File: src/rtl/instr_fetch_pkg.sv
// Shared CPU types for the fetch path: bus widths, fetch FSM states, buffer entry.
package instr_fetch_pkg;
  localparam int ADDR_W = 8;
  localparam int DATA_W = 8;

  typedef enum logic [1:0] {
    S_IDLE = 2'd0,
    S_LOAD = 2'd1,
    S_RUN  = 2'd2,
    S_DONE = 2'd3
  } fetch_state_t;

  typedef struct packed {
    logic [ADDR_W-1:0] add;
    logic [DATA_W-1:0] dat;
  } fetch_entry_t;
endpackage

File: src/rtl/prog_mem.sv
// 256x8 program memory: one synchronous write port, one read port with 1-cycle registered latency.
// No reset, so contents survive rst.
module prog_mem
  import instr_fetch_pkg::*;
(
  input  logic              clk,
  input  logic              we,
  input  logic [ADDR_W-1:0] waddr,
  input  logic [DATA_W-1:0] wdata,
  input  logic              re,
  input  logic [ADDR_W-1:0] raddr,
  output logic [DATA_W-1:0] rdata
);
  logic [DATA_W-1:0] mem [0:(1<<ADDR_W)-1];

  always_ff @(posedge clk) begin
    if (we) mem[waddr] <= wdata;
    if (re) rdata <= mem[raddr];
  end
endmodule

File: src/rtl/instr_fetch.sv
// Instruction fetch: load/run FSM, issues reads at the PC address into a DEPTH-entry
// first-word-fall-through buffer; pc_stall holds the PC whenever no read is issued.
module instr_fetch
  import instr_fetch_pkg::*;
#(
  parameter int DEPTH = 2
) (
  input  logic              clk,
  input  logic              rst,
  input  logic              power,
  input  logic [ADDR_W-1:0] last_add,
  input  logic [ADDR_W-1:0] add,
  output logic              pc_stall,
  input  logic              ld_en,
  input  logic [ADDR_W-1:0] ld_add,
  input  logic [DATA_W-1:0] ld_data,
  output logic [DATA_W-1:0] instr,
  output logic [ADDR_W-1:0] instr_add,
  output logic              instr_valid,
  input  logic              instr_ready,
  output logic              done
);
  localparam int CNT_W = $clog2(DEPTH + 1);

  fetch_state_t      state;
  fetch_entry_t      buf_q [DEPTH];
  fetch_entry_t      buf_d [DEPTH];
  logic [CNT_W-1:0]  count_q;
  logic [CNT_W-1:0]  count_d;
  logic [CNT_W-1:0]  wr_idx;
  logic [CNT_W:0]    occ;
  logic              inflight;
  logic [ADDR_W-1:0] inflight_add;
  logic              last_issued;
  logic [DATA_W-1:0] rdata;
  logic              pop;
  logic              issue;
  logic              mem_we;

  assign instr_valid = (count_q != '0);
  assign instr       = buf_q[0].dat;
  assign instr_add   = buf_q[0].add;
  assign pop         = instr_valid && instr_ready;
  assign occ         = {1'b0, count_q} + (CNT_W+1)'(inflight);

  // A pop frees a slot this cycle, so a full buffer can still issue while draining.
  assign issue    = (state == S_RUN) && power && !last_issued &&
                    ((occ < (CNT_W+1)'(DEPTH)) || pop);
  assign pc_stall = !issue;
  assign mem_we   = ld_en && !rst && ((state == S_IDLE) || (state == S_LOAD));

  prog_mem u_prog_mem (
    .clk   (clk),
    .we    (mem_we),
    .waddr (ld_add),
    .wdata (ld_data),
    .re    (issue),
    .raddr (add),
    .rdata (rdata)
  );

  // Shift-register buffer: slot 0 is the head; the returning read lands after the survivors.
  always_comb begin
    count_d = count_q;
    wr_idx  = pop ? (count_q - CNT_W'(1)) : count_q;
    for (int i = 0; i < DEPTH; i++) buf_d[i] = buf_q[i];
    if (pop) begin
      for (int i = 0; i < DEPTH - 1; i++) buf_d[i] = buf_q[i+1];
      buf_d[DEPTH-1] = '0;
      count_d        = count_q - CNT_W'(1);
    end
    if (inflight) begin
      for (int i = 0; i < DEPTH; i++) begin
        if (CNT_W'(i) == wr_idx) buf_d[i] = '{add: inflight_add, dat: rdata};
      end
      count_d = count_d + CNT_W'(1);
    end
  end

  always_ff @(posedge clk) begin
    if (rst) begin
      state        <= S_IDLE;
      count_q      <= '0;
      inflight     <= 1'b0;
      inflight_add <= '0;
      last_issued  <= 1'b0;
      done         <= 1'b0;
      for (int i = 0; i < DEPTH; i++) buf_q[i] <= '0;
    end else begin
      inflight <= issue;
      if (issue) inflight_add <= add;
      if (issue && (add == last_add)) last_issued <= 1'b1;
      count_q <= count_d;
      buf_q   <= buf_d;

      case (state)
        S_IDLE: begin
          last_issued <= 1'b0;
          if (ld_en && !power)      state <= S_LOAD;
          else if (power && !ld_en) state <= S_RUN;
        end
        S_LOAD: begin
          if (!ld_en) state <= S_IDLE;
        end
        S_RUN: begin
          // Power loss wins over a simultaneous final accept: everything is flushed.
          if (!power) begin
            state    <= S_IDLE;
            count_q  <= '0;
            inflight <= 1'b0;
          end else if (pop && (instr_add == last_add)) begin
            state <= S_DONE;
            done  <= 1'b1;
          end
        end
        S_DONE: begin
          if (!power) begin
            state <= S_IDLE;
            done  <= 1'b0;
          end
        end
        default: state <= S_IDLE;
      endcase
    end
  end
endmodule
File: config.mk
export PLATFORM = sky130hd
export DESIGN_NAME = instr_fetch
export DESIGN_NICKNAME = d
export VERILOG_FILES = /design/src/rtl/instr_fetch_pkg.sv /design/src/rtl/prog_mem.sv /design/src/rtl/instr_fetch.sv
export SDC_FILE = /design/constraint.sdc
export NUM_CORES = 2
export LEC_CHECK = 0
export CORE_ASPECT_RATIO = 0.6
export CORE_UTILIZATION = 45
export DETAILED_ROUTE_END_ITERATION = 12
export SYNTH_ARGS = -nofsm -noshare
export SYNTH_HDL_FRONTEND = slang
export SYNTH_SLANG_ARGS = --single-unit
File: constraint.sdc
create_clock -name clk -period 7.9 [get_ports clk]
set_input_delay 1.975 -clock clk [delete_from_list [all_inputs] [get_ports clk]]
set_output_delay 1.975 -clock clk [all_outputs]
set_load 0.02 [all_outputs]
==> metrics <==
Clock Tree Buf Depth 4; top cell type's share of synthesized area 75.6%; area delta synth->final 10.9%; normalized max-slew margin -1.27%; post-CTS setup buffers 0; I/O pin cnt 56; Die Wd 552 microns; unrepaired setup endpoints after global routing no; # resized after CTS 0; via density per instance 6.20; Die Y 332 microns; final hold vios 0; TritonCTS Buffers 188; Post-synth EDFFs 2056; sequential fraction of the synthesis area 76.7%; largest fanout on the critical path 21; worst ir drop on vdd 0.217 mV; gpl congestion 0.866; vias in the first global route 39500; max-slew violation count 2; largest net degree at the start of global routing 145; Leak 27.6 nW; Fin Setup TNS 0 ns; Worst-Skew Late Latency 0.81 ns; std cell rows 120; Tcrit/Tclk final 73.0%; CP endpoint kind output pin; Worst Reg-to-Reg Cells 4; crit path to pc_stall; hold_buf cts 0; ranking of synthesized cells by area edfxtp_1 76%, mux4_2 13%, a22oi_1 1.6%; Yosys reg bits 2103; CTS tree built; Mean Syn Cell Area 20.4 sq um; CORE AREA 179000 sq um; switch share 21.5%; H-tree Lvls 4; Syn. warnings 0; first-pass GRT wire length 301 mm; initial antenna violation count 9; via count 41000; final core utilization 50.5%; Tmin final 5.76 ns; Tightest Hold Check Type flop to flop; WP data required 5.93 ns; Worst R2R Setup Slack 4.55 ns; PD cells 249 nW/um^2; Worst R2R Start state[1]; Worst EP arrival 3.79 ns; Clock Sinks 2103; WL per Instance 32.2 microns; final number of setup-violating endpoints 0; Reg clk slew, reported paths 0.06 ns; Async SR Flop Fraction 0%; Sequential Power Share 54.4%; Cells after Synth 4009; Worst Clk Skew 0.0282 ns; Root Buffer clkbuf_16; part of the power in combinational logic 5.2%; first-pass iteration count of the detailed router 6; failing checks capacitance limit, slew limit; GRT Total Usage 23.0%; synthesized area 81700 sq um; 1st-iter DRT viols 5579; status complete, but fails checks; area leader, netlist edfxtp_1; MaxCap Viol Count 1; nets 4119; Int Power 17.7 mW; port bufs 55; synthesized net count 4049; Critical Path Start Type input port; detailed placement HPWL 130 mm; critical path class input port to output pin; Worst Tran Pin Value 1.51 ns; DRC violations left 0; grt total ovfl 0; die area 183000 sq um; Switch Pwr 4.85 mW; Synth Flop Type edfxtp_1; Antenna Nets Post-Route 0; worst reg2reg endpoint u_prog_mem.mem[25][3]; Clock power frac 40.4%; post-synth cell types 58; starting density of the core 45.5%; CP startpoint instr_ready; layout cells sized above 1 20.0%; DRT Wirelength 213 mm; FMAX 173 MHz
==> sequential cells by signal (all words and copies together) (netlist names), 2 cells and up <==
name,count
state,2
u_prog_mem.mem,2048
u_prog_mem.rdata,8
instr_add,8
count_q,2
buf_q,16
inflight_add,8
instr,8
==> layer usage <==
layer | track usage, % | share of wire [%] | vias to the layer above
met1 | 36.2 | 45 | 21800
met5 | 1.52 | 0.19 | -
met2 | 29.0 | 39 | 2190
met4 | 4.00 | 1.6 | 4
li1 | - | - | 16800
met3 | 10.3 | 14 | 247
==> critical path: stages <==
cell	delay, ns
clkdlybuf4s50_1	0.41
nor2b_1	0.13
buf_4	0.21
o2111ai_1	0.21
buf_4	0.22
clkdlybuf4s50_1	0.62
==> synth_stat cells, types with 28 or more instances <==
| cell type | count |
|---|---|
| edfxtp_1 | 2056 |
| mux4_2 | 456 |
| nor2_1 | 316 |
| a22oi_1 | 178 |
| clkbuf_1 | 133 |
| mux2i_1 | 117 |
| a21oi_1 | 102 |
| nand2_1 | 100 |
| buf_2 | 48 |
| dfxtp_1 | 47 |
| buf_4 | 44 |
| nand3_1 | 32 |
| o21ai_0 | 31 |
| nor4_1 | 28 |
==> layout make-up <==
class	count	area (sq um)
Multi-Input combinational cell	1629	17500
Tap cell	2379	2980
Antenna cell	3	7.51
Fill cell	14100	88800
Sequential cell	2103	62700
Clock buffer	236	4990
Clock inverter	98	916
Inverter	6	22.5
Timing Repair Buffer	151	1450
==> worst min-delay path by stage <==
stage                               start              end  slack (ns)  cells after the start
after floorplan           inflight_add[0]  inflight_add[0]        0.45                      2
after global placement    inflight_add[5]  inflight_add[5]        0.46                      2
after detailed placement  inflight_add[6]  inflight_add[6]        0.47                      2
after CTS                 inflight_add[6]  inflight_add[6]        0.48                      2
after global routing      inflight_add[6]  inflight_add[6]        0.49                      2
final                     inflight_add[6]  inflight_add[6]        0.48                      2
==> stage by stage <==
step / area [sq um] / hold slack (ns) / setup WS (ns) / power, mW / cells
2_1_floorplan: 81700 / 0.450 / 3.17 / 13.1 / 4009
3_3_place_gp: 84600 / 0.463 / 1.40 / 13.6 / 6265
3_5_place_dp: 84600 / 0.468 / 1.58 / 13.7 / 6266
4_1_cts: 90600 / 0.478 / 2.14 / 22.6 / 6600
5_1_grt: 90600 / 0.491 / 2.08 / 23.1 / 6603
6_report: 90600 / 0.476 / 2.14 / 22.5 / 6605
==> power groups by stage <==
stage	registers (mW)	clock network (mW)	logic (mW)
CTS	12.3	9.19	1.16
global route	12.3	9.61	1.23
floorplan	12.5	0	0.626
detailed placement	12.5	0	1.16
finish	12.3	9.10	1.17
global placement	12.5	0	1.14
==> cells by family after synthesis <==
group	Yosys count	synth area share (%)
AND/OR/NAND/NOR	566	3.06
multiplexers	577	14.1
buffers and inverters	277	1.95
flip-flops	2103	76.7
AO/OA/AOI/OAI	465	3.98
XOR/XNOR	18	0.193
adder cells (fa/ha/maj)	3	0.0459
==> placed cells by master (no fill, tap or decap), types with 5 or more instances in the layout <==
cell type           n
o21ai_0            31
a22o_1              9
nand2_1           100
buf_8               8
a21oi_1           102
nand4_1            14
o2bb2ai_1           6
xnor2_1             9
nor4_2              9
buf_12             12
a22oi_1           178
nor3_1              9
xor2_1              9
nand3_1            30
nor4_1             23
edfxtp_1         2056
and3_1              9
buf_4              86
a31oi_1             9
clkdlybuf4s50_1    40
a311oi_1           16
nor2_1            314
mux2i_1           117
o221ai_1           26
dfxtp_1            47
nor3b_1             6
clkinv_1           48
clkinv_2           26
nand2b_1            9
inv_1               5
a211oi_1           26
bufinv_16          18
clkbuf_16         193
o22ai_1            24
a221oi_1           10
clkbuf_1           43
mux4_2            456
nor2b_1            17
Note: power is estimated with default switching activity, not from simulation.
